## src/rtl/clk_div_ctrl.sv

```systemverilog
// Programmable clock divider with clean start/stop at period boundaries and a
// one-entry pending register for glitch-free divide-ratio changes.
module clk_div_ctrl #(
  parameter int WIDTH       = 16,
  parameter int DEFAULT_DIV = 4
) (
  input  logic             clk_in,
  input  logic             rst,
  input  logic             en,
  input  logic             cfg_valid,
  input  logic [WIDTH-1:0] cfg_div,
  output logic             cfg_ready,
  output logic             cfg_err,
  output logic             clk_out,
  output logic             tick,
  output logic             running,
  output logic [WIDTH-1:0] cur_div
);

  typedef enum logic [1:0] {
    STOP  = 2'd0,
    RUN   = 2'd1,
    DRAIN = 2'd2
  } state_t;

  state_t           state_q, state_d;
  logic [WIDTH-1:0] cnt_q, cnt_d;
  logic             clk_out_q, clk_out_d;
  logic [WIDTH-1:0] cur_div_q, cur_div_d;
  logic             pend_valid_q, pend_valid_d;
  logic [WIDTH-1:0] pend_div_q, pend_div_d;
  logic             cfg_err_q, cfg_err_d;

  logic             boundary;
  logic             xfer;
  logic [WIDTH-1:0] cnt_nxt;

  // cur_div is always >= 2, so cur_div-1 and cnt+1 never wrap.
  assign boundary = (state_q != STOP) && (cnt_q == cur_div_q - WIDTH'(1));
  assign cnt_nxt  = cnt_q + WIDTH'(1);
  assign xfer     = cfg_valid && !pend_valid_q;

  always_comb begin
    state_d      = state_q;
    cnt_d        = cnt_q;
    clk_out_d    = clk_out_q;
    cur_div_d    = cur_div_q;
    pend_valid_d = pend_valid_q;
    pend_div_d   = pend_div_q;
    cfg_err_d    = 1'b0;

    if (state_q == STOP) begin
      cnt_d     = '0;
      clk_out_d = 1'b0;
      if (pend_valid_q) begin
        cur_div_d    = pend_div_q;
        pend_valid_d = 1'b0;
      end
      if (en) begin
        state_d   = RUN;
        clk_out_d = 1'b1;
      end
    end else if (boundary) begin
      if (pend_valid_q) begin
        cur_div_d    = pend_div_q;
        pend_valid_d = 1'b0;
      end
      cnt_d     = '0;
      state_d   = en ? RUN : STOP;
      clk_out_d = en;
    end else begin
      cnt_d     = cnt_nxt;
      clk_out_d = (cnt_nxt < (cur_div_q >> 1));
      state_d   = en ? RUN : DRAIN;
    end

    // Pending slot is empty whenever a transfer happens, so no clash with apply above.
    if (xfer) begin
      if (cfg_div >= WIDTH'(2)) begin
        pend_valid_d = 1'b1;
        pend_div_d   = cfg_div;
      end else begin
        cfg_err_d = 1'b1;
      end
    end
  end

  always_ff @(posedge clk_in) begin
    if (!rst) begin
      state_q      <= STOP;
      cnt_q        <= '0;
      clk_out_q    <= 1'b0;
      cur_div_q    <= WIDTH'(DEFAULT_DIV);
      pend_valid_q <= 1'b0;
      pend_div_q   <= '0;
      cfg_err_q    <= 1'b0;
    end else begin
      state_q      <= state_d;
      cnt_q        <= cnt_d;
      clk_out_q    <= clk_out_d;
      cur_div_q    <= cur_div_d;
      pend_valid_q <= pend_valid_d;
      pend_div_q   <= pend_div_d;
      cfg_err_q    <= cfg_err_d;
    end
  end

  assign cfg_ready = !pend_valid_q;
  assign cfg_err   = cfg_err_q;
  assign clk_out   = clk_out_q;
  assign tick      = boundary;
  assign running   = (state_q != STOP);
  assign cur_div   = cur_div_q;

endmodule

```

## config.mk

```make
export PLATFORM = sky130hd
export DESIGN_NAME = clk_div_ctrl
export DESIGN_NICKNAME = d
export VERILOG_FILES = /design/src/rtl/clk_div_ctrl.sv
export SDC_FILE = /design/constraint.sdc
export NUM_CORES = 1
export LEC_CHECK = 0
export CAP_MARGIN = 15
export CORE_AREA = 2 2 81 83
export DETAILED_ROUTE_END_ITERATION = 6
export DIE_AREA = 0 0 83 85
export PLACE_DENSITY_LB_ADDON = 0.2
export SYNTH_ARGS = -nofsm -noshare
export SYNTH_HDL_FRONTEND = slang
export SYNTH_SLANG_ARGS = --single-unit
```

## constraint.sdc

```tcl
create_clock -name clk_in -period 3.55 [get_ports clk_in]
set_input_delay 0.71 -clock clk_in [delete_from_list [all_inputs] [get_ports clk_in]]
set_output_delay 0.71 -clock clk_in [all_outputs]
set_load 0.05 [all_outputs]
```

After elaboration in Yosys (flattened, before gate mapping)
Cells that the tools add are included.
{ "totals": {"word_cells": 39, "in_bits": 20, "output_inout_bits": 21, "regBits": 53} }
{ "op_classes": {"bitwise_logic": 1, "n_mux": 16, "addsub": 2, "eq_ne": 2, "n_lt_le_gt_ge": 2, "n_reduce_logical": 9} }
{ "ops": {"columns": ["cell", "count"], "rows": [
  ["16-bit 2-to-1 mux", 3],
  ["16-bit by 1-bit adder with 16-bit output (second input constant)", 1],
  ["16-bit equality test", 1],
  ["16-bit by 2-bit >= comparator with 1-bit output (second input constant)", 1],
  ["16-bit by 15-bit less-than comparator with 1-bit output", 1],
  ["16-bit by 1-bit subtractor with 16-bit output (second input constant)", 1],
  ["1-bit 2-to-1 mux", 9],
  ["2-bit 2-to-1 mux", 4],
  ["2-bit AND reduction", 2],
  ["2-bit nonzero test", 2],
  ["3-bit OR reduction", 1],
  ["1-bit logical AND", 2],
  ["2-bit logical NOT", 1],
  ["2-bit inequality test (second input constant)", 1],
  ["1-bit logical NOT", 1],
  ["1-bit inverter", 1]
]} }

Longest topological paths before layout
{ "logic_depth": {"ltp_word": 7, "depth_mapped": 13, "depth_no_buf": 13} }

Least setup slack after synthesis
Ideal clock, no wire load.
{ "synth_timing": {"path_type": "register to output", "from": "reg cur_div_q[9], in the netlist cur_div[9]", "to": "out tick", "arrival_ps": 3269, "path_buffers": 1, "required_ps": 2840, "stages_incl_launch_ff": 8, "setup_slack_ps": -429, "cell_sequence": "dfxtp_1 buf_6 or4_4 or4_1 a2111o_1 a211oi_2 o2111ai_2 nor2_1"} }
{ "synth_via": {"elab_chain_len": 3} }
{ "synth_rtl": {"columns": ["element", "line", "text"], "rows": [
  ["start: declaration", "29", "logic [WIDTH-1:0] cur_div_q, cur_div_d;"],
  ["start signal: assignment", "93", "cur_div_q <= WIDTH'(DEFAULT_DIV);"],
  ["start signal: assignment", "101", "cur_div_q <= cur_div_d;"],
  ["16-bit by 1-bit subtractor with 16-bit output", "39", "assign boundary = (state_q != STOP) && (cnt_q == cur_div_q - WIDTH'(1));"],
  ["16-bit equality test", "39", null],
  ["1-bit logical AND", "39", null],
  ["end: declaration", "15", "output logic tick,"]
]} }
Every way passes these cells.

Worst setup path after layout
{ "layout_timing": {"from": "reg cur_div_q[12], in the netlist cur_div[12]", "to": "out tick"} }
Same word-level chain as after synthesis.

==> results by group <==
Logic synthesis
  • Yosys warns: 0
  • EDFF count, synth: 0
  • Synth area leaders: dfxtp_1 (35%), ha_1 (6.7%), xnor2_1 (5.8%), mux2i_1 (5.3%), nor2_1 (4.6%)
  • Synthesized instance count: 339
  • Sequential area share after synthesis: 35.2%
  • Synth Register Bits: 53
  • Mapped cell area: 3010 µm²
  • Synth area leader: dfxtp_1
  • Top_reg_cell synth: dfxtp_1
  • Yosys top cell area share: 35.2%
  • Syn_area_per_cell: 8.88 µm²
  • Netlist cell types: 53
  • Syn nets: 375
  • Asr flop ratio synth: 0%
  • Count leader, synth: dfxtp_1
  • Top cells by count, synth: dfxtp_1 (53), nor2_1 (37), inv_1 (26)

CTS
  • CTS max path bufs: 2
  • # hold bufs at CTS: 0
  • H-tree lvl count: 2
  • Clock Latency Late Sink: 0.31 ns
  • TritonCTS buffer count: 5
  • CTS root buffer: clkbuf_8
  • CTS tree: built
  • Clk pin slew, worst setup/hold paths: 0.10 ns
  • CTS Sinks: 53

Status
  • Failing checks: setup timing
  • Status: finished with violations

Critical path
  • CP Capture Type: output pin
  • Reg2reg end: cur_div[11]
  • Crit path DAT: 2.88 ns
  • CP Launch Type: register
  • Reg2Reg Depth: 15
  • Worst Path Max Fanout: 3
  • CP Class: register to output pin
  • CP required: 2.84 ns
  • Worst R2R Start: cur_div[12]
  • R2R Setup Slk: 0.04 ns

Timing
  • Setup WS post-layout: -0.0415 ns
  • Worst-Margin Slew: 0.997 ns
  • Slew headroom: 33.5%
  • RSZ-0062 raised after global routing: yes
  • Max-slew violations: 0
  • Post-layout min period: 3.59 ns
  • Fmax: 278 MHz
  • Worst clock skew: 0.00418 ns
  • Hold_ws: 0.486 ns
  • Final hold viol count: 0
  • Endpoints failing setup: 1
  • Tcrit/Tclk final: 101%

GRT
  • Antenna violations before repair: 0
  • Number of global-route vias before repair: 2586
  • Gr ovfl total: 0
  • Global Route Usage Sum: 21.3%
  • Global-route wire length before repair: 12300 µm
  • Largest net degree at the start of global routing: 23

Worst hold path
  • WHS Path Cells: 1
  • Path type of the worst min-delay path: register to register
  • Worst Hold Launch: pend_valid_q
  • Hold EP: cfg_err

Floorplanning
  • Die Y: 85 µm
  • Number of I/O pins: 41
  • Core area: 6200 µm²
  • Row count: 29
  • Die width: 83 µm
  • Die area: 7060 µm²
  • Initial Util: 48.5%

Detailed routing
  • Routed via count: 2678
  • Final wirelength: 7560 µm
  • Initial DRC count: 191
  • DRC violations left: 0
  • Routed Antenna Nets: 0
  • Drt wl/cell: 15.9 µm
  • DRT Pass-1 Iters: 4
  • Vias/cell: 5.61

Power
  • VDD IR max: 186 µV
  • Power Density: 328 nW/µm²
  • Leakage: 0.00155 µW
  • Clk pwr share: 30.0%
  • Switching pwr: 365 µW
  • Flop pwr share: 50.9%
  • Switching Share: 29.3%
  • Combinational power share: 19.1%
  • P_int: 880 µW

Finish
  • Nets: 435
  • Layout area overhead: 26.1%
  • N_diodes: 0
  • Post-layout util: 61.2%
  • Finished Layout Cells: 477
  • Share of layout cells above drive strength 1: 16.8%
  • Filler Cells Inserted: 559

Place
  • IO buf count: 40
  • Half-perimeter wire length after placement: 5590 µm
  • Placed cells: 454
  • GP Congestion: 0.886

Job
  • Max Cap Viol: 0
[layer usage]
metal	vias up	routed length [µm]	GRT usage, %
met2	61	3680	37.3
met4	0	102	5.81
met1	1286	3450	27.0
met5	-	0	0
met3	9	329	3.89
li1	1322	-	-
[critical path, stage by stage, from the launching register on]
cell and delay, ns:
dfxtp_4 0.35, or4_4 0.52, or4_1 0.47, a2111o_1 0.42, a211oi_2 0.25, buf_4 0.17
o2111ai_4 0.11, nor2_4 0.14, buf_12 0.14
[kinds of logic (layout without fill, tap and decap cells)]
logic type                 count (synthesis)  count (layout)  synth area share (%)
AOI/OAI and AO/OA                         65              65                  17.8
DFF                                       53              53                  35.2
adders and majority gates                 16              16                  6.65
xor gates and xnor gates                  31              31                  9.02
muxes                                     16              16                  5.32
buffers and inverters                     40             101                  5.90
and+or+nand+nor                          118             118                  20.1
[layout by cell type (no fill, tap or decap), types with 3 or more instances in the layout]
cell,count
a21o_1,5
dfxtp_1,51
nand2_1,15
nor2_1,36
mux2i_1,16
nor2b_1,13
o21ai_0,6
inv_1,26
clkbuf_8,6
nor4_1,9
a21oi_1,6
o211ai_1,3
ha_1,16
a211o_1,3
xnor2_1,20
nor3_1,9
clkdlybuf4s50_1,39
and3_1,3
or2_2,3
xor2_1,11
a2111oi_0,3
nand3_1,12
buf_4,25
and2_1,3
a31oi_1,3
nand4_1,4
a22o_2,13
[stage by stage]
step / power (µW) / cell area, µm² / setup WS (ns) / TNS (ns)
2_1_floorplan: 790 / 3020 / 0.0140 / 0
3_3_place_gp: 863 / 3540 / 0.261 / 0
3_5_place_dp: 867 / 3540 / 0.217 / 0
4_1_cts: 1240 / 3710 / 0.0148 / 0
5_1_grt: 1300 / 3800 / -0.170 / -1.07
6_report: 1240 / 3800 / -0.0415 / -0.0415
[flip-flops by register name, indices dropped and copies added, names as in the netlist]
| signal | cells |
|---|---|
| cfg_err | 1 |
| clk_out | 1 |
| cnt_q | 16 |
| cur_div | 16 |
| pend_div_q | 16 |
| pend_valid_q | 1 |
| state_q | 2 |
[power groups by stage]
stage          clock network [µW]  registers (µW)  logic (µW)
2_1_floorplan                   0             662         128
3_3_place_gp                    0             647         215
3_5_place_dp                    0             648         219
4_1_cts                       382             633         223
5_1_grt                       404             636         258
6_report                      373             633         238
[repair_timing]
action,in CTS,in global routing
buffers inserted,9,6
pin swaps,4,1
endpoints found under the setup margin,1,16
gates resized for setup,1,12
cloned,0,1
[layout make-up]
| type | count | area (µm²) | share of cell area (%) |
|---|---|---|---|
| clock buffers | 6 | 82.6 | 2.17 |
| clock inverters | 2 | 17.5 | 0.461 |
| inverters | 26 | 97.6 | 2.57 |
| multi-input cells | 246 | 1820 | 47.8 |
| flip-flops and latches | 53 | 1070 | 28.1 |
| well taps | 77 | 96.3 | 2.54 |
| repair buffers | 67 | 621 | 16.3 |
[worst max-delay path by stage]
| stage | cells past startpoint | from | to | slack (ns) |
|---|---|---|---|---|
| 4_1_cts | 7 | cur_div[12] | tick | 0.01 |
| 6_report | 8 | cur_div[12] | tick | -0.04 |
| 3_5_place_dp | 7 | cur_div[12] | tick | 0.22 |
| 5_1_grt | 8 | cur_div[12] | tick | -0.17 |
| 2_1_floorplan | 6 | cur_div[10] | tick | 0.01 |
| 3_3_place_gp | 7 | cur_div[12] | tick | 0.26 |
Note: power is estimated with default switching activity, not from simulation.
